[config.mk]
export PLATFORM = sky130hd
export DESIGN_NAME = obstacle_spawner_flat
export DESIGN_NICKNAME = d
export VERILOG_FILES = /design/src/rtl/obstacle_spawner_if.sv /design/src/rtl/obstacle_spawner.sv /design/src/flat_wrapper.sv
export SDC_FILE = /design/constraint.sdc
export NUM_CORES = 1
export LEC_CHECK = 0
export BUFFER_PORTS_ARGS = -buffer_cell sky130_fd_sc_hd__buf_2
export CAP_MARGIN = 5
export CELL_PAD_IN_SITES_DETAIL_PLACEMENT = 1
export CELL_PAD_IN_SITES_GLOBAL_PLACEMENT = 1
export CORE_ASPECT_RATIO = 0.75
export CORE_MARGIN = 4
export CORE_UTILIZATION = 31
export CTS_CLUSTER_DIAMETER = 40
export CTS_CLUSTER_SIZE = 12
export DETAILED_ROUTE_END_ITERATION = 10
export HOLD_SLACK_MARGIN = 0.08
export PLACE_DENSITY = 0.78
export SLEW_MARGIN = 0
export SYNTH_ARGS = -nofsm -noshare
export SYNTH_HDL_FRONTEND = slang
export SYNTH_SLANG_ARGS = --single-unit
[constraint.sdc]
create_clock -name clk -period 3.9 [get_ports clk]
set_clock_uncertainty 0.1 [all_clocks]
set_input_delay 0.39 -clock clk [delete_from_list [all_inputs] [get_ports clk]]
set_output_delay 0.39 -clock clk [all_outputs]
set_load 0.02 [all_outputs]
[src/rtl/obstacle_spawner_if.sv]
// Obstacle type encoding shared with the obstacle slots, and the bundle of
// per-slot signals that runs between the spawner and the slot pool.
package obstacle_pkg;
    typedef enum logic [2:0] {
        NONE         = 3'd0,
        CACTUS_SMALL = 3'd1,
        CACTUS_LARGE = 3'd2,
        PTERODACTYL  = 3'd3
    } type_t;
endpackage

// Request/consume protocol: the spawner holds start[i] high and typ[i] stable
// from the cycle after it arms slot i until the next `update` cycle. Slot i
// latches typ[i] on that `update`, and start[i] drops at the same clock edge.
// At most one start bit is ever set. remove[i] is a level that the slot holds
// high until it re-initialises; only its rising edge frees the slot.
interface obstacle_spawner_if #(
    parameter int N_SLOTS = 3
);
    logic [N_SLOTS-1:0]    start;
    logic [N_SLOTS*3-1:0]  typ;
    logic [N_SLOTS-1:0]    busy;
    logic [N_SLOTS-1:0]    remove;
    logic [N_SLOTS*11-1:0] x_pos;
    logic [N_SLOTS*10-1:0] width;
    logic [N_SLOTS*11-1:0] gap;

    modport master (output start, typ, busy, input remove, x_pos, width, gap);
    modport slave  (input start, typ, busy, output remove, x_pos, width, gap);
endinterface

[src/rtl/obstacle_spawner.sv]
// Spawn controller for a pool of obstacle slots: decides once per frame
// whether a new obstacle is due, picks its type, and arms the target slot.
module obstacle_spawner #(
    parameter int N_SLOTS         = 3,
    parameter int MAX_DUP         = 2,
    parameter int MAX_REROLL      = 8,
    parameter int GAME_WIDTH      = 640,
    parameter int PTERO_MIN_SPEED = 8704
) (
    input  logic                 clk,
    input  logic                 rst,
    input  logic                 update,
    input  logic                 run_en,
    input  logic                 crash,
    input  logic [14:0]          speed,
    input  logic [10:0]          rng_data,
    obstacle_spawner_if.master   slots,
    output logic [2:0]           state_dbg
);
    import obstacle_pkg::*;

    localparam int SW = (N_SLOTS > 1) ? $clog2(N_SLOTS) : 1;
    localparam int RW = $clog2(MAX_REROLL + 1);

    localparam logic [2:0] S_IDLE    = 3'd0;
    localparam logic [2:0] S_CHECK   = 3'd1;
    localparam logic [2:0] S_PICK    = 3'd2;
    localparam logic [2:0] S_ARMED   = 3'd3;
    localparam logic [2:0] S_CRASHED = 3'd4;

    logic [2:0]         state;
    logic [N_SLOTS-1:0] start_r;
    logic [N_SLOTS-1:0] busy_r;
    logic [N_SLOTS-1:0] remove_q;
    logic [2:0]         typ_r [N_SLOTS];
    logic [2:0]         hist [MAX_DUP];
    logic [RW-1:0]      reroll_cnt;
    logic [SW-1:0]      last_idx;
    logic [SW-1:0]      tgt_idx;

    logic [N_SLOTS-1:0] tgt_onehot;
    logic [N_SLOTS-1:0] rise;
    logic [N_SLOTS-1:0] clr;
    logic [N_SLOTS-1:0] busy_eff;
    logic               free_any;
    logic [SW-1:0]      free_idx;
    logic signed [12:0] last_end;
    logic               due;
    logic [2:0]         cand;
    logic               dup;
    logic               all_small;
    logic               reject;
    logic [2:0]         fallback;
    logic               last_try;
    logic               unused_ok;

    assign unused_ok = ^rng_data[10:2];

    // Slot clear mask: rising remove edges, except on the armed slot or after a crash.
    always_comb begin
        tgt_onehot = {{(N_SLOTS-1){1'b0}}, 1'b1} << tgt_idx;
        rise       = slots.remove & ~remove_q;
        clr        = rise;
        if (state == S_ARMED) clr = rise & ~tgt_onehot;
        if (state == S_CRASHED) clr = '0;
        busy_eff   = busy_r & ~clr;
    end

    // Lowest-index free slot, seen with this cycle's clears applied.
    always_comb begin
        free_any = 1'b0;
        free_idx = '0;
        for (int i = N_SLOTS - 1; i >= 0; i--) begin
            if (!busy_eff[i]) begin
                free_any = 1'b1;
                free_idx = SW'(i);
            end
        end
    end

    // Spawn-due test: trailing edge of the last obstacle plus its gap has entered the field.
    always_comb begin
        last_end = signed'({{2{slots.x_pos[int'(last_idx)*11 + 10]}},
                            slots.x_pos[int'(last_idx)*11 +: 11]})
                 + signed'({3'b000, slots.width[int'(last_idx)*10 +: 10]})
                 + signed'({2'b00, slots.gap[int'(last_idx)*11 +: 11]});
        due = (busy_eff == '0) ||
              (busy_eff[last_idx] && free_any && (last_end < signed'(13'(GAME_WIDTH))));
    end

    // Candidate screening against speed gate and repetition history.
    always_comb begin
        cand      = {1'b0, rng_data[1:0]};
        dup       = 1'b1;
        all_small = 1'b1;
        for (int i = 0; i < MAX_DUP; i++) begin
            dup       = dup & (hist[i] == cand);
            all_small = all_small & (hist[i] == CACTUS_SMALL);
        end
        reject   = (cand == NONE) ||
                   ((cand == PTERODACTYL) && (speed < 15'(PTERO_MIN_SPEED))) ||
                   dup;
        fallback = all_small ? CACTUS_LARGE : CACTUS_SMALL;
        last_try = (reroll_cnt == RW'(MAX_REROLL - 1));
    end

    // Main controller: slot bookkeeping and the spawn state machine.
    always_ff @(posedge clk) begin
        if (rst) begin
            state      <= S_IDLE;
            start_r    <= '0;
            busy_r     <= '0;
            remove_q   <= slots.remove;
            reroll_cnt <= '0;
            last_idx   <= '0;
            tgt_idx    <= '0;
            for (int i = 0; i < N_SLOTS; i++) typ_r[i] <= NONE;
            for (int i = 0; i < MAX_DUP; i++) hist[i] <= NONE;
        end else begin
            remove_q <= slots.remove;
            for (int i = 0; i < N_SLOTS; i++) begin
                if (clr[i]) begin
                    busy_r[i] <= 1'b0;
                    typ_r[i]  <= NONE;
                end
            end
            if (crash) begin
                state   <= S_CRASHED;
                start_r <= '0;
            end else begin
                case (state)
                    S_IDLE: begin
                        if (update && run_en) state <= S_CHECK;
                    end
                    S_CHECK: begin
                        if (due) begin
                            tgt_idx    <= free_idx;
                            reroll_cnt <= '0;
                            state      <= S_PICK;
                        end else begin
                            state <= S_IDLE;
                        end
                    end
                    S_PICK: begin
                        if (!run_en) begin
                            state <= S_IDLE;
                        end else if (!reject) begin
                            typ_r[tgt_idx] <= cand;
                            start_r        <= tgt_onehot;
                            state          <= S_ARMED;
                        end else if (last_try) begin
                            typ_r[tgt_idx] <= fallback;
                            start_r        <= tgt_onehot;
                            state          <= S_ARMED;
                        end else begin
                            reroll_cnt <= reroll_cnt + 1'b1;
                        end
                    end
                    S_ARMED: begin
                        if (!run_en) begin
                            start_r        <= '0;
                            typ_r[tgt_idx] <= NONE;
                            state          <= S_IDLE;
                        end else if (update) begin
                            start_r         <= '0;
                            busy_r[tgt_idx] <= 1'b1;
                            last_idx        <= tgt_idx;
                            hist[0]         <= typ_r[tgt_idx];
                            for (int i = 1; i < MAX_DUP; i++) hist[i] <= hist[i-1];
                            reroll_cnt      <= '0;
                            state           <= S_IDLE;
                        end
                    end
                    S_CRASHED: state <= S_CRASHED;
                    default:   state <= S_IDLE;
                endcase
            end
        end
    end

    // Flatten per-slot registers onto the slot bundle.
    always_comb begin
        slots.start = start_r;
        slots.busy  = busy_r;
        slots.typ   = '0;
        for (int i = 0; i < N_SLOTS; i++) slots.typ[i*3 +: 3] = typ_r[i];
        state_dbg   = state;
    end
endmodule
[src/flat_wrapper.sv]
// flat-port wrapper written by rule: the top's interface ports become plain ports
module obstacle_spawner_flat import obstacle_pkg::*;
#(
    parameter int N_SLOTS         = 3,
    parameter int MAX_DUP         = 2,
    parameter int MAX_REROLL      = 8,
    parameter int GAME_WIDTH      = 640,
    parameter int PTERO_MIN_SPEED = 8704
)
  (clk, rst, update, run_en, crash, speed, rng_data, state_dbg, slots_start, slots_typ, slots_busy, slots_remove, slots_x_pos, slots_width, slots_gap);
  obstacle_spawner_if #(.N_SLOTS(N_SLOTS)) slots_i ();
  input  logic clk;
  input  logic rst;
  input  logic update;
  input  logic run_en;
  input  logic crash;
  input  logic [14:0] speed;
  input  logic [10:0] rng_data;
  output logic [2:0] state_dbg;
  output wire logic [$bits(slots_i.start)-1:0] slots_start;
  output wire logic [$bits(slots_i.typ)-1:0] slots_typ;
  output wire logic [$bits(slots_i.busy)-1:0] slots_busy;
  input wire logic [$bits(slots_i.remove)-1:0] slots_remove;
  input wire logic [$bits(slots_i.x_pos)-1:0] slots_x_pos;
  input wire logic [$bits(slots_i.width)-1:0] slots_width;
  input wire logic [$bits(slots_i.gap)-1:0] slots_gap;
  assign slots_start = slots_i.start;
  assign slots_typ = slots_i.typ;
  assign slots_busy = slots_i.busy;
  assign slots_i.remove = slots_remove;
  assign slots_i.x_pos = slots_x_pos;
  assign slots_i.width = slots_width;
  assign slots_i.gap = slots_gap;
  obstacle_spawner #(.N_SLOTS(N_SLOTS), .MAX_DUP(MAX_DUP), .MAX_REROLL(MAX_REROLL), .GAME_WIDTH(GAME_WIDTH), .PTERO_MIN_SPEED(PTERO_MIN_SPEED)) u_core (.clk(clk), .rst(rst), .update(update), .run_en(run_en), .crash(crash), .speed(speed), .rng_data(rng_data), .slots(slots_i), .state_dbg(state_dbg));
endmodule
==> results.json, run 1 <==
{
  "synth-seq-area-share_pct": 24.6,
  "clock-sinks": 34,
  "largest_family_of_logic_cells_by_synthesized_area": "simple AND/OR/NAND/NOR gates",
  "place.port_buffers": 126,
  "fin_crit_sh_pct": 98.1,
  "y_dimension_of_the_die_um": 96.7,
  "non_filler_cell_area_final_um2": 4560,
  "most_common_library_cell_in_the_layout_ignoring_fill_and_taps": "sky130_fd_sc_hd__buf_2",
  "ff_latch_area_um2": 806,
  "report.final.setup_viol": 0,
  "slew_headroom_pct": 36.8,
  "layout-drive-gt1-share_pct": 39.1,
  "final_cells": 650,
  "clock_latency_ns": 0.28,
  "vdd.ir_drop.worst_v": 0.000130,
  "worst-path-stages": 14,
  "ioPinCount": 148,
  "use_met3_pct": 2.76,
  "maxSlewViolCount": 0,
  "placed_area_um2": 4070,
  "worst_path_largest_cell_delay_ns": 0.57,
  "yosys.area_share.simple_pct": 23.6,
  "place_inst": 632,
  "drt_first_iter_violations": 182,
  "synth-xor-area-share_pct": 0.539,
  "layout_common_cells": "sky130_fd_sc_hd__buf_2, sky130_fd_sc_hd__nand2_1, sky130_fd_sc_hd__mux2i_1, sky130_fd_sc_hd__nor2_1, sky130_fd_sc_hd__o21ai_0",
  "globalRouteMet1Util_pct": 23.3,
  "tightestPinTransition_ns": 0.941,
  "cts.htree.levels": 2,
  "clock_tree.buffer_depth": 2,
  "ys_warn_count": 0,
  "final-hold-violation-count": 0,
  "hold_path_depth": 1,
  "timing.critical_path.fanout_max": 7,
  "rsz0062_at_grt": "true",
  "cp.buffers_inverters": 2,
  "antenna_cells_inserted": 0,
  "ys_ff_latch": 34,
  "critical_path_sink_type": "flop",
  "dr.pass1.iters": 4,
  "pwr_density_cell_nw_per_um2": 277,
  "worst_path_max_delay_cell": "sky130_fd_sc_hd__fa_1",
  "die_area_um2": 12200,
  "vias_in_the_first_global_route": 3727,
  "grt_max_degree": 26,
  "max_cap_violations": 0,
  "result_of_the_run": "finished, final reports clean",
  "synth_cell_type_count": 69,
  "hold_class": "primary input to flop",
  "drtAntennaViolNets": 0,
  "hold_buffers": 0,
  "yosys-mux-area-fraction_pct": 14.6,
  "grt_overall_usage_pct": 17.8,
  "dp_slack_ns": 0.00539,
  "ys_async_sr_fraction_pct": 0,
  "worst_ep_required_time_ns": 3.95,
  "crit_arrival_ns": 3.88,
  "cts.reportedPaths.clkPinSlew_ns": 0.06,
  "starting_utilization_of_the_core_area_pct": 31.7,
  "global_route.usage.met2_pct": 31.4,
  "critical_path.startpoint_type": "flop",
  "n_fill_cell": 1274,
  "route.vias.total": 3517,
  "family_with_the_most_delay_on_the_worst_path": "compound AO/OA/AOI/OAI gates",
  "die_w_um": 126,
  "grt_busiest_layer": "met2",
  "synth.avg_cell_area_um2": 8.60,
  "rows": 32,
  "core_area_um2": 10200,
  "timing.final.crit_period_ns": 3.83,
  "area_growth_syn_to_layout_pct": 40.4,
  "combined_area_of_the_multi_input_logic_cells_um2": 2470,
  "post_synthesis_cell_area_um2": 3250,
  "grt_pass1_wl_um": 18300,
  "antenna_found_initial": 0,
  "post-synth-top-area-cell": "sky130_fd_sc_hd__dfxtp_1",
  "least_setup_slack_across_all_paths_after_layout_ns": 0.0729,
  "tritoncts": "done",
  "ff2ff_path_depth": 14,
  "wl_um": 12100,
  "number_of_nets_in_the_layout": 668,
  "place_hpwl_um": 9020,
  "remaining_drc_errors": 0,
  "synth-main-ff-cell": "sky130_fd_sc_hd__dfxtp_1",
  "average_wire_per_standard_cell_um": 18.6,
  "fmax_mhz": 261,
  "synth_area_in_compound_gates_pct": 20.3,
  "global_route.overflow_total": 0,
  "netlist_instances": 378,
  "yosys.area_share.adder_pct": 11.7,
  "routed_via_density": 5.41,
  "synth_largest_type_area_fraction_pct": 13.5,
  "worstPathCellList": "buf_12, mux2i_2, o21ai_2, fa_1, ha_4, a21oi_2, o21a_1, a21bo_1, a211o_1, a2111oi_4, nand4b_2, buf_4, nand4b_1, o41ai_4",
  "synthTopCellsByArea": "sky130_fd_sc_hd__dfxtp_1, sky130_fd_sc_hd__mux2i_1, sky130_fd_sc_hd__edfxtp_1",
  "crit_type": "flop to flop",
  "power.leakage_nw": 1.82,
  "cts_buffers": 5,
  "gp_congestion": 0.827,
  "clockRootBuffer": "sky130_fd_sc_hd__clkbuf_16",
  "synth-edff-count": 12
}
[where the power goes]
| group | leakage, nW | total (mW) | internal [mW] | switching [mW] |
|---|---|---|---|---|
| logic | 1.43 | 0.359 | 0.169 | 0.189 |
| clock network | 0.0940 | 0.526 | 0.367 | 0.159 |
| registers | 0.303 | 0.380 | 0.373 | 0.00632 |
| total | 1.82 | 1.26 | 0.910 | 0.355 |
[worst reg2reg max path, stage by stage, from the launching register on]
cell and delay [ns]:
sky130_fd_sc_hd__dfxtp_4 0.46, sky130_fd_sc_hd__buf_12 0.16, sky130_fd_sc_hd__mux2i_2 0.24, sky130_fd_sc_hd__o21ai_2 0.08
sky130_fd_sc_hd__fa_1 0.57, sky130_fd_sc_hd__ha_4 0.23, sky130_fd_sc_hd__a21oi_2 0.16, sky130_fd_sc_hd__o21a_1 0.16
sky130_fd_sc_hd__a21bo_1 0.23, sky130_fd_sc_hd__a211o_1 0.29, sky130_fd_sc_hd__a2111oi_4 0.44, sky130_fd_sc_hd__nand4b_2 0.17
sky130_fd_sc_hd__buf_4 0.17, sky130_fd_sc_hd__nand4b_1 0.12, sky130_fd_sc_hd__o41ai_4 0.10
[logic make-up after synthesis]
group,after synthesis
AOI/OAI and AO/OA,96
muxes,42
and+or+nand+nor,145
DFF,34
buffers and inverters,33
adders and majority gates,25
xor gates and xnor gates,2
other,1
[layer usage]
layer  vias up  routed length [um]
met5         -                   0
met4         0                 164
met3        16                 436
met2       100                6150
met1      1742                5320
li1       1659                   -
[state kept, by name, indices dropped and copies added, names as in the netlist, named ones only]
| name | cells |
|---|---|
| u_core.slots.busy | 3 |
| u_core.typ_r | 8 |
| u_core.last_idx | 2 |
| u_core.hist | 4 |
| u_core.remove_q | 3 |
| u_core.tgt_idx | 2 |
| u_core.reroll_cnt | 4 |
| u_core.slots.start | 3 |
| u_core.state_dbg | 3 |
[area by class of cell]
cell class	instances	share of cell area, %
clock buffers	5	2.74
clock inverters	3	1.51
inverters	13	1.07
multi-input cells	313	54.1
flip-flops and latches	34	17.7
well taps	136	3.73
repair buffers	146	19.2
[final timing paths]
check                             start                     to  slack [ns]
setup / recovery     u_core.last_idx[1]                   flop        0.07
hold / removal          slots_remove[0]     u_core.remove_q[0]        0.13
setup reg to reg     u_core.last_idx[1]                   flop        0.07
hold reg to reg   u_core.slots.start[2]  u_core.slots.start[2]        0.37
[cells in the mapped netlist, types with 2 or more instances]
cell type and n:
sky130_fd_sc_hd__nand3b_1 4, sky130_fd_sc_hd__o2111ai_1 2, sky130_fd_sc_hd__a21boi_0 2, sky130_fd_sc_hd__a21oi_1 17, sky130_fd_sc_hd__and2_1 5, sky130_fd_sc_hd__nand3_1 6
sky130_fd_sc_hd__nand2_1 46, sky130_fd_sc_hd__and3b_1 2, sky130_fd_sc_hd__mux4_2 4, sky130_fd_sc_hd__or3b_2 3, sky130_fd_sc_hd__mux2i_1 37, sky130_fd_sc_hd__buf_4 3
sky130_fd_sc_hd__a2111oi_0 2, sky130_fd_sc_hd__a31oi_1 3, sky130_fd_sc_hd__nand4_1 4, sky130_fd_sc_hd__and2b_1 2, sky130_fd_sc_hd__buf_2 3, sky130_fd_sc_hd__ha_1 16
sky130_fd_sc_hd__o21a_1 2, sky130_fd_sc_hd__o211ai_1 3, sky130_fd_sc_hd__inv_1 13, sky130_fd_sc_hd__o21ai_0 34, sky130_fd_sc_hd__nand2b_1 11, sky130_fd_sc_hd__nor3_1 5
sky130_fd_sc_hd__a211o_1 4, sky130_fd_sc_hd__clkbuf_1 13, sky130_fd_sc_hd__edfxtp_1 12, sky130_fd_sc_hd__or2_2 5, sky130_fd_sc_hd__nor4_1 3, sky130_fd_sc_hd__or4_1 2
sky130_fd_sc_hd__fa_1 9, sky130_fd_sc_hd__o41a_1 2, sky130_fd_sc_hd__a2111oi_1 2, sky130_fd_sc_hd__a211oi_1 3, sky130_fd_sc_hd__nand4b_1 3, sky130_fd_sc_hd__nor2b_1 8
sky130_fd_sc_hd__nor2_1 26, sky130_fd_sc_hd__nor4b_1 2, sky130_fd_sc_hd__dfxtp_1 22, sky130_fd_sc_hd__and3_1 4
[per-stage QoR]
step / TNS (ns) / total power, mW / util (%) / hold WS (ns)
finish: 0 / 1.26 / 44.5 / 0.129
CTS: 0 / 1.22 / 41.6 / 0.127
global placement: 0 / 0.678 / 39.7 / 0.360
floorplan: 0 / 0.573 / - / 0.318
detailed placement: 0 / 0.693 / 39.7 / 0.366
global route: -0.482 / 1.32 / 44.5 / 0.128
[timing repair]
item | CTS | global route
resized for setup | 2 | 45
setup buffers | 0 | 6
gates cloned | 0 | 4
pin swaps | 0 | 12
endpoints found under the setup margin | 2 | 9
Note: power is estimated with default switching activity, not from simulation.
==> inputs of run 2 (changes only) <==
- ABC_AREA: default -> 1
- CORE_UTILIZATION: 31 -> 29
- REMOVE_ABC_BUFFERS: default -> 1
==> run 2 against run 1 <==
Compared with the run above: sequential share of layout area rose by 1.2 points; register-to-register slack improved by 0.24 ns; first-iteration DRC count fell by 22%; final cell count rose by 20%; via count rose by 10%; sequential cell count did not move; sequential power barely moved; combinational power fell by 3%; non-clock buffer count fell by 11; synthesized cell count rose by 36%; setup slack improved by 0.24 ns; die area rose by 7.8%; largest cell class unchanged.
==> results.json, run 2 <==
{
  "result_of_the_run": "finished, final reports clean",
  "cp.buffers_inverters": 1,
  "p_sw_mw": 0.362,
  "layout_common_cells": "sky130_fd_sc_hd__buf_2, sky130_fd_sc_hd__nand2_1, sky130_fd_sc_hd__nor2_1, sky130_fd_sc_hd__inv_1, sky130_fd_sc_hd__o21ai_0",
  "synth-edff-count": 12,
  "synth.avg_cell_area_um2": 6.41,
  "tightestPinTransition_ns": 0.646,
  "worst_path_largest_cell_delay_ns": 0.46,
  "worstPathCellList": "buf_4, o21ai_0, o21ai_0, fa_1, ha_1, a21o_1, a21oi_1, nor2_1, nor2_1, nand2_1, nand2_1, nand2_1, nand3_1, nand3_1, nand2_1, nand2_1, nand2_2, nand3_2, nand2_2, nand2_1, nand2_1, nor2_1",
  "antenna_found_initial": 0,
  "grt_pass1_wl_um": 19300,
  "core_area_um2": 11000,
  "vdd.ir_drop.worst_v": 0.000136,
  "y_dimension_of_the_die_um": 100,
  "hp-start": "slots_remove[1]",
  "pwr_density_cell_nw_per_um2": 265,
  "synthTopCellsByArea": "sky130_fd_sc_hd__dfxtp_1, sky130_fd_sc_hd__nand2_1, sky130_fd_sc_hd__edfxtp_1",
  "die_w_um": 131,
  "rsz0062_at_grt": "false",
  "netlist_instances": 514,
  "synth_cell_type_count": 46,
  "place.port_buffers": 126,
  "remaining_drc_errors": 0,
  "worst_r2r_endpoint": "u_core.reroll_cnt[1]",
  "number_of_nets_in_the_layout": 795,
  "cts.htree.levels": 2,
  "route.vias.total": 3870,
  "clock_latency_ns": 0.28,
  "maxSlewViolCount": 0,
  "family_with_the_most_delay_on_the_worst_path": "simple AND/OR/NAND/NOR gates",
  "tritoncts": "done",
  "clock_tree.buffer_depth": 2,
  "post-synth-top-area-cell": "sky130_fd_sc_hd__dfxtp_1",
  "routed_via_density": 4.96,
  "ys_ff_latch": 34,
  "reg_top3": "u_core.typ_r: 8 flops, u_core.hist: 4 flops, u_core.reroll_cnt: 4 flops",
  "placed_area_um2": 4080,
  "critical_path.startpoint_type": "flop",
  "ff2ff_setup_slack_ns": 0.31,
  "r2r_start": "u_core.last_idx[0]",
  "slew_headroom_pct": 56.5,
  "timing.critical_path.fanout_max": 15,
  "ioPinCount": 148,
  "critical_path_sink_type": "flop",
  "cell_internal_pwr_mw": 0.770,
  "starting_utilization_of_the_core_area_pct": 29.9,
  "gp_congestion": 0.851,
  "report.final.setup_viol": 0,
  "fmax_mhz": 279,
  "cts_buffers": 5,
  "layout-drive-gt1-share_pct": 26.8,
  "worst_ep_required_time_ns": 3.96,
  "drt_first_iter_violations": 142,
  "final-hold-violation-count": 0,
  "hold_class": "primary input to flop",
  "wl_um": 11400,
  "ys_async_sr_fraction_pct": 0,
  "clock-sinks": 34,
  "commonest_cells_in_the_synthesized_netlist": "sky130_fd_sc_hd__nand2_1, sky130_fd_sc_hd__nor2_1, sky130_fd_sc_hd__o21ai_0, sky130_fd_sc_hd__inv_1, sky130_fd_sc_hd__nand3_1",
  "combined_area_of_the_multi_input_logic_cells_um2": 2170,
  "worstHoldEndpoint": "u_core.remove_q[1]",
  "synth-main-ff-cell": "sky130_fd_sc_hd__dfxtp_1",
  "clockRootBuffer": "sky130_fd_sc_hd__clkbuf_16",
  "average_wire_per_standard_cell_um": 14.6,
  "synth_largest_type_area_fraction_pct": 13.4,
  "post-synth-top-count-cell": "sky130_fd_sc_hd__nand2_1",
  "drtAntennaViolNets": 0,
  "timing.final.crit_period_ns": 3.59,
  "ff_latch_area_um2": 806,
  "combinationalPowerShare_pct": 30.8,
  "timing.setup.tns_ns": 0,
  "n_fill_cell": 1483,
  "non_filler_cell_area_final_um2": 4270,
  "critPathMostFrequentCell": "sky130_fd_sc_hd__nand2_1",
  "power.leakage_nw": 2.07,
  "post-layout-total-power_mw": 1.13,
  "post_synthesis_cell_area_um2": 3300,
  "hold_path_depth": 1,
  "crit_arrival_ns": 3.65,
  "synth-seq-area-share_pct": 24.3,
  "crit_type": "flop to flop",
  "rows": 33,
  "p_seq_share_pct": 33.8,
  "cts.reportedPaths.clkPinSlew_ns": 0.05,
  "place_hpwl_um": 9610,
  "die_area_um2": 13200,
  "fin_crit_sh_pct": 91.9,
  "vias_in_the_first_global_route": 4099,
  "grt_overall_usage_pct": 17.3,
  "worst_path_max_delay_cell": "sky130_fd_sc_hd__fa_1",
  "max_cap_violations": 0,
  "ff2ff_path_depth": 22,
  "power_switching_share_pct": 32.0,
  "flip_flop_count_of_the_largest_register_all_copies_and_words_added": 8,
  "dr.pass1.iters": 4,
  "antenna_cells_inserted": 0,
  "registers.top_by_ff_count": "u_core.typ_r",
  "pwr-share-clk_pct": 35.4,
  "most_common_library_cell_in_the_layout_ignoring_fill_and_taps": "sky130_fd_sc_hd__buf_2",
  "ys_warn_count": 0,
  "area_growth_syn_to_layout_pct": 29.5,
  "grt_max_degree": 41,
  "global_route.overflow_total": 0
}
-- run 2: changes by cell type in the layout (fill, tap and decap cells not counted), moves of 10 or more --
cell,change
sky130_fd_sc_hd__a21oi_1,+10
sky130_fd_sc_hd__inv_1,+48
sky130_fd_sc_hd__mux2i_1,-33
sky130_fd_sc_hd__nand2_1,+60
sky130_fd_sc_hd__nand2b_1,-11
sky130_fd_sc_hd__nand3_1,+26
sky130_fd_sc_hd__nor2_1,+60
sky130_fd_sc_hd__o21ai_0,+30
-- run 2: worst max-delay path by stage --
stage	from	end	cells past startpoint
2_1_floorplan	u_core.last_idx[0]	flop	22
5_1_grt	u_core.last_idx[1]	u_core.reroll_cnt[1]	22
6_report	u_core.last_idx[0]	u_core.reroll_cnt[1]	22
3_5_place_dp	u_core.last_idx[0]	u_core.reroll_cnt[1]	21
3_3_place_gp	u_core.last_idx[0]	u_core.reroll_cnt[1]	22
4_1_cts	u_core.last_idx[0]	u_core.reroll_cnt[1]	21
-- run 2: worst reg2reg max path, stage by stage, from the launching register on --
cell,delay (ns)
sky130_fd_sc_hd__dfxtp_4,0.43
sky130_fd_sc_hd__buf_4,0.22
sky130_fd_sc_hd__o21ai_0,0.10
sky130_fd_sc_hd__o21ai_0,0.25
sky130_fd_sc_hd__fa_1,0.46
sky130_fd_sc_hd__ha_1,0.35
sky130_fd_sc_hd__a21o_1,0.23
sky130_fd_sc_hd__a21oi_1,0.12
sky130_fd_sc_hd__nor2_1,0.06
sky130_fd_sc_hd__nor2_1,0.12
sky130_fd_sc_hd__nand2_1,0.10
sky130_fd_sc_hd__nand2_1,0.07
sky130_fd_sc_hd__nand2_1,0.06
sky130_fd_sc_hd__nand3_1,0.08
sky130_fd_sc_hd__nand3_1,0.08
sky130_fd_sc_hd__nand2_1,0.06
sky130_fd_sc_hd__nand2_1,0.06
sky130_fd_sc_hd__nand2_2,0.08
sky130_fd_sc_hd__nand3_2,0.13
sky130_fd_sc_hd__nand2_2,0.15
sky130_fd_sc_hd__nand2_1,0.06
sky130_fd_sc_hd__nand2_1,0.05
sky130_fd_sc_hd__nor2_1,0.03
-- run 2: layout make-up --
cell class,count,area share (%)
inverters,64,5.80
clock inverters,2,0.293
multi-input cells,400,50.8
flip-flops and latches,34,18.9
clock buffers,6,3.25
well taps,140,4.10
repair buffers,135,16.8
-- run 2: cells by family (layout without fill, tap and decap cells) --
logic type                 count (synthesis)  count (layout)  share of synthesized area [%]
adders and majority gates                 25              25                           11.5
buffers and inverters                     82             207                           10.3
xor gates and xnor gates                   3               3                          0.797
other                                      1               3                          0.114
AOI/OAI and AO/OA                        113             113                           19.7
DFF                                       34              34                           24.3
and+or+nand+nor                          256             256                           33.2
-- run 2: per-layer routing --
metal | global-route usage [%] | up-vias | part of all wire [%]
li1 | - | 1931 | -
met1 | 23.1 | 1841 | 48
met2 | 30.4 | 86 | 47
met3 | 3.06 | 12 | 3.8
met4 | 2.58 | 0 | 0.92
met5 | 0 | - | 0
-- run 2: per-stage QoR --
| step | cells | util (%) | setup WS [ns] | hold slack, ns |
|---|---|---|---|---|
| 2_1_floorplan | 498 | - | 0.239 | 0.318 |
| 3_3_place_gp | 771 | 37.0 | 0.122 | 0.354 |
| 3_5_place_dp | 771 | 37.0 | 0.0380 | 0.361 |
| 4_1_cts | 779 | 38.4 | 0.00362 | 0.121 |
| 5_1_grt | 781 | 38.7 | 0.00475 | 0.119 |
| 6_report | 781 | 38.7 | 0.314 | 0.123 |
-- run 2: repair_timing --
item,4_1_cts,5_1_grt
hold buffers,0,0
buffers inserted,0,2
endpoints found under the setup margin,0,9
hold endpoints to repair,0,0
resized for setup,0,20
-- run 2: power by group through the flow --
| stage | Sequential, mW | Clock [mW] | Combinational [mW] |
|---|---|---|---|
| 2_1_floorplan | 0.394 | 0 | 0.208 |
| 3_3_place_gp | 0.390 | 0 | 0.329 |
| 3_5_place_dp | 0.391 | 0 | 0.343 |
| 4_1_cts | 0.383 | 0.408 | 0.344 |
| 5_1_grt | 0.384 | 0.429 | 0.396 |
| 6_report | 0.382 | 0.401 | 0.348 |
==> inputs of run 3 (changes only) <==
- ABC_AREA: 1 -> default
- CORE_UTILIZATION: 29 -> 31
==> run 3 against run 2 <==
Compared with the run above: the flow now finishes with violations (setup timing); wire length increased by 4.5%; die area fell by 7.2%; utilization rose by 7.0 points; sequential share of layout area fell by 1.7 points; combinational power rose by 8.3%; design area is 9.8% higher; fmax decreased by 8.9%; final cell count shrank 16%; non-clock buffer count is 15 higher; setup slack got worse by 0.35 ns; critical path type unchanged; largest cell class unchanged; largest power group unchanged; highest routed layer unchanged.
==> results.json, run 3 (synthesized netlist as in run 1, its figures left out) <==
{
  "result_of_the_run": "finished with violations",
  "failed_checks": "setup timing",
  "place.port_buffers": 126,
  "placed_area_um2": 4100,
  "grt_busiest_layer": "met2",
  "power_switching_share_pct": 27.7,
  "hold_buffers": 0,
  "final_cells": 654,
  "hold_class": "primary input to flop",
  "area_growth_syn_to_layout_pct": 44.3,
  "drt_first_iter_violations": 172,
  "globalRouteMet1Util_pct": 23.0,
  "p_seq_share_pct": 29.8,
  "pwr-share-clk_pct": 40.7,
  "critical_path.startpoint_type": "flop",
  "clock_tree.buffer_depth": 2,
  "antenna_found_initial": 0,
  "grt_pass1_wl_um": 18000,
  "crit_type": "flop to flop",
  "rsz0062_at_grt": "true",
  "report.final.setup_viol": 2,
  "timing.critical_path.fanout_max": 12,
  "ioPinCount": 148,
  "slew_headroom_pct": 38.2,
  "y_dimension_of_the_die_um": 96.7,
  "gp_congestion": 0.838,
  "cts.reportedPaths.clkPinSlew_ns": 0.06,
  "fmax_mhz": 254,
  "combinationalPowerShare_pct": 29.6,
  "average_wire_per_standard_cell_um": 18.3,
  "max_cap_violations": 0,
  "starting_utilization_of_the_core_area_pct": 31.7,
  "reg_top3": "u_core.typ_r: 8 flops, u_core.hist: 4 flops, u_core.reroll_cnt: 4 flops",
  "layout_common_cells": "sky130_fd_sc_hd__buf_2, sky130_fd_sc_hd__nand2_1, sky130_fd_sc_hd__mux2i_1, sky130_fd_sc_hd__nor2_1",
  "global_route.usage.met2_pct": 31.5,
  "number_of_nets_in_the_layout": 672,
  "routed_via_density": 5.35,
  "fin_crit_sh_pct": 101,
  "pwr_density_cell_nw_per_um2": 272,
  "vias_in_the_first_global_route": 3667,
  "crit_arrival_ns": 4.00,
  "flip_flop_count_of_the_largest_register_all_copies_and_words_added": 8,
  "grt_max_degree": 40,
  "route.vias.total": 3498,
  "dp_slack_ns": -0.0223,
  "place_hpwl_um": 8670,
  "critical_path_sink_type": "flop",
  "timing.final.crit_period_ns": 3.94,
  "drtAntennaViolNets": 0,
  "antenna_cells_inserted": 0,
  "timing.setup.tns_ns": -0.0707,
  "most_common_library_cell_in_the_layout_ignoring_fill_and_taps": "sky130_fd_sc_hd__buf_2",
  "clock-sinks": 34,
  "core_area_um2": 10200,
  "power.leakage_nw": 1.86,
  "vdd.ir_drop.worst_v": 0.000181,
  "rows": 32,
  "cell_internal_pwr_mw": 0.923,
  "grt_overall_usage_pct": 17.4,
  "use_met3_pct": 1.82,
  "wl_um": 11900,
  "layout-drive-gt1-share_pct": 41.9,
  "final-hold-violation-count": 0,
  "non_filler_cell_area_final_um2": 4690,
  "dr.pass1.iters": 4,
  "tightestPinTransition_ns": 0.921,
  "clock_latency_ns": 0.28,
  "least_setup_slack_across_all_paths_after_layout_ns": -0.0356,
  "post-layout-total-power_mw": 1.28,
  "place_inst": 632,
  "global_route.overflow_total": 0,
  "cts.htree.levels": 2,
  "worst_ep_required_time_ns": 3.97,
  "registers.top_by_ff_count": "u_core.typ_r",
  "tritoncts": "done",
  "die_w_um": 126,
  "die_area_um2": 12200,
  "maxSlewViolCount": 0,
  "p_sw_mw": 0.354,
  "cts_buffers": 5,
  "clockRootBuffer": "sky130_fd_sc_hd__clkbuf_16",
  "remaining_drc_errors": 0
}
run 3: layout make-up:
class                           count  area [um^2]
Clock buffer                        5          125
Sequential cell                    34          806
Clock inverter                      3         68.8
Fill cell                        1236         5560
Timing Repair Buffer              150          932
Inverter                           13         48.8
Multi-Input combinational cell    313         2540
Tap cell                          136          170
run 3: worst max-delay path, stage by stage (launching register included):
cell,delay [ns]
sky130_fd_sc_hd__dfxtp_4,0.39
sky130_fd_sc_hd__nor2_4,0.18
sky130_fd_sc_hd__buf_12,0.12
sky130_fd_sc_hd__clkbuf_16,0.15
sky130_fd_sc_hd__a21oi_2,0.07
sky130_fd_sc_hd__fa_1,0.54
sky130_fd_sc_hd__inv_1,0.05
sky130_fd_sc_hd__ha_2,0.19
sky130_fd_sc_hd__a2111o_1,0.42
sky130_fd_sc_hd__a21bo_1,0.24
sky130_fd_sc_hd__a211o_1,0.33
sky130_fd_sc_hd__a2111oi_4,0.39
sky130_fd_sc_hd__nand4b_2,0.20
sky130_fd_sc_hd__and2_4,0.22
sky130_fd_sc_hd__o41ai_4,0.24
run 3: final timing paths:
path                                            start               endpoint  slack [ns]  cells past startpoint
worst max-delay path               u_core.last_idx[1]                   flop       -0.04                     14
worst min-delay path                  slots_remove[2]     u_core.remove_q[2]        0.13                      1
worst max register to register     u_core.last_idx[1]                   flop       -0.04                     14
worst min register to register  u_core.slots.start[1]  u_core.slots.start[1]        0.37                      2
run 3: timing repair:
action	4_1_cts	5_1_grt
endpoints found under the setup margin	7	9
buffers inserted	0	12
endpoints found under the hold margin	0	0
pin swaps	2	21
cloned	0	2
gates resized for setup	7	57
run 3: stage by stage:
stage	utilization [%]	hold WS, ns
after floorplan	-	0.318
after global placement	40.0	0.355
after detailed placement	40.0	0.366
after CTS	42.1	0.130
after global routing	45.8	0.132
final	45.8	0.129
run 3: metal layers:
layer	vias up	part of all wire, %
met5	-	0
met1	1734	43
met3	15	2.9
li1	1675	-
met4	0	0.80
met2	74	53
run 3: power groups by stage:
stage	Clock, mW	Sequential [mW]	Combinational [mW]
2_1_floorplan	0	0.391	0.177
3_3_place_gp	0	0.387	0.294
3_5_place_dp	0	0.388	0.308
4_1_cts	0.521	0.380	0.318
5_1_grt	0.536	0.381	0.415
6_report	0.519	0.380	0.377
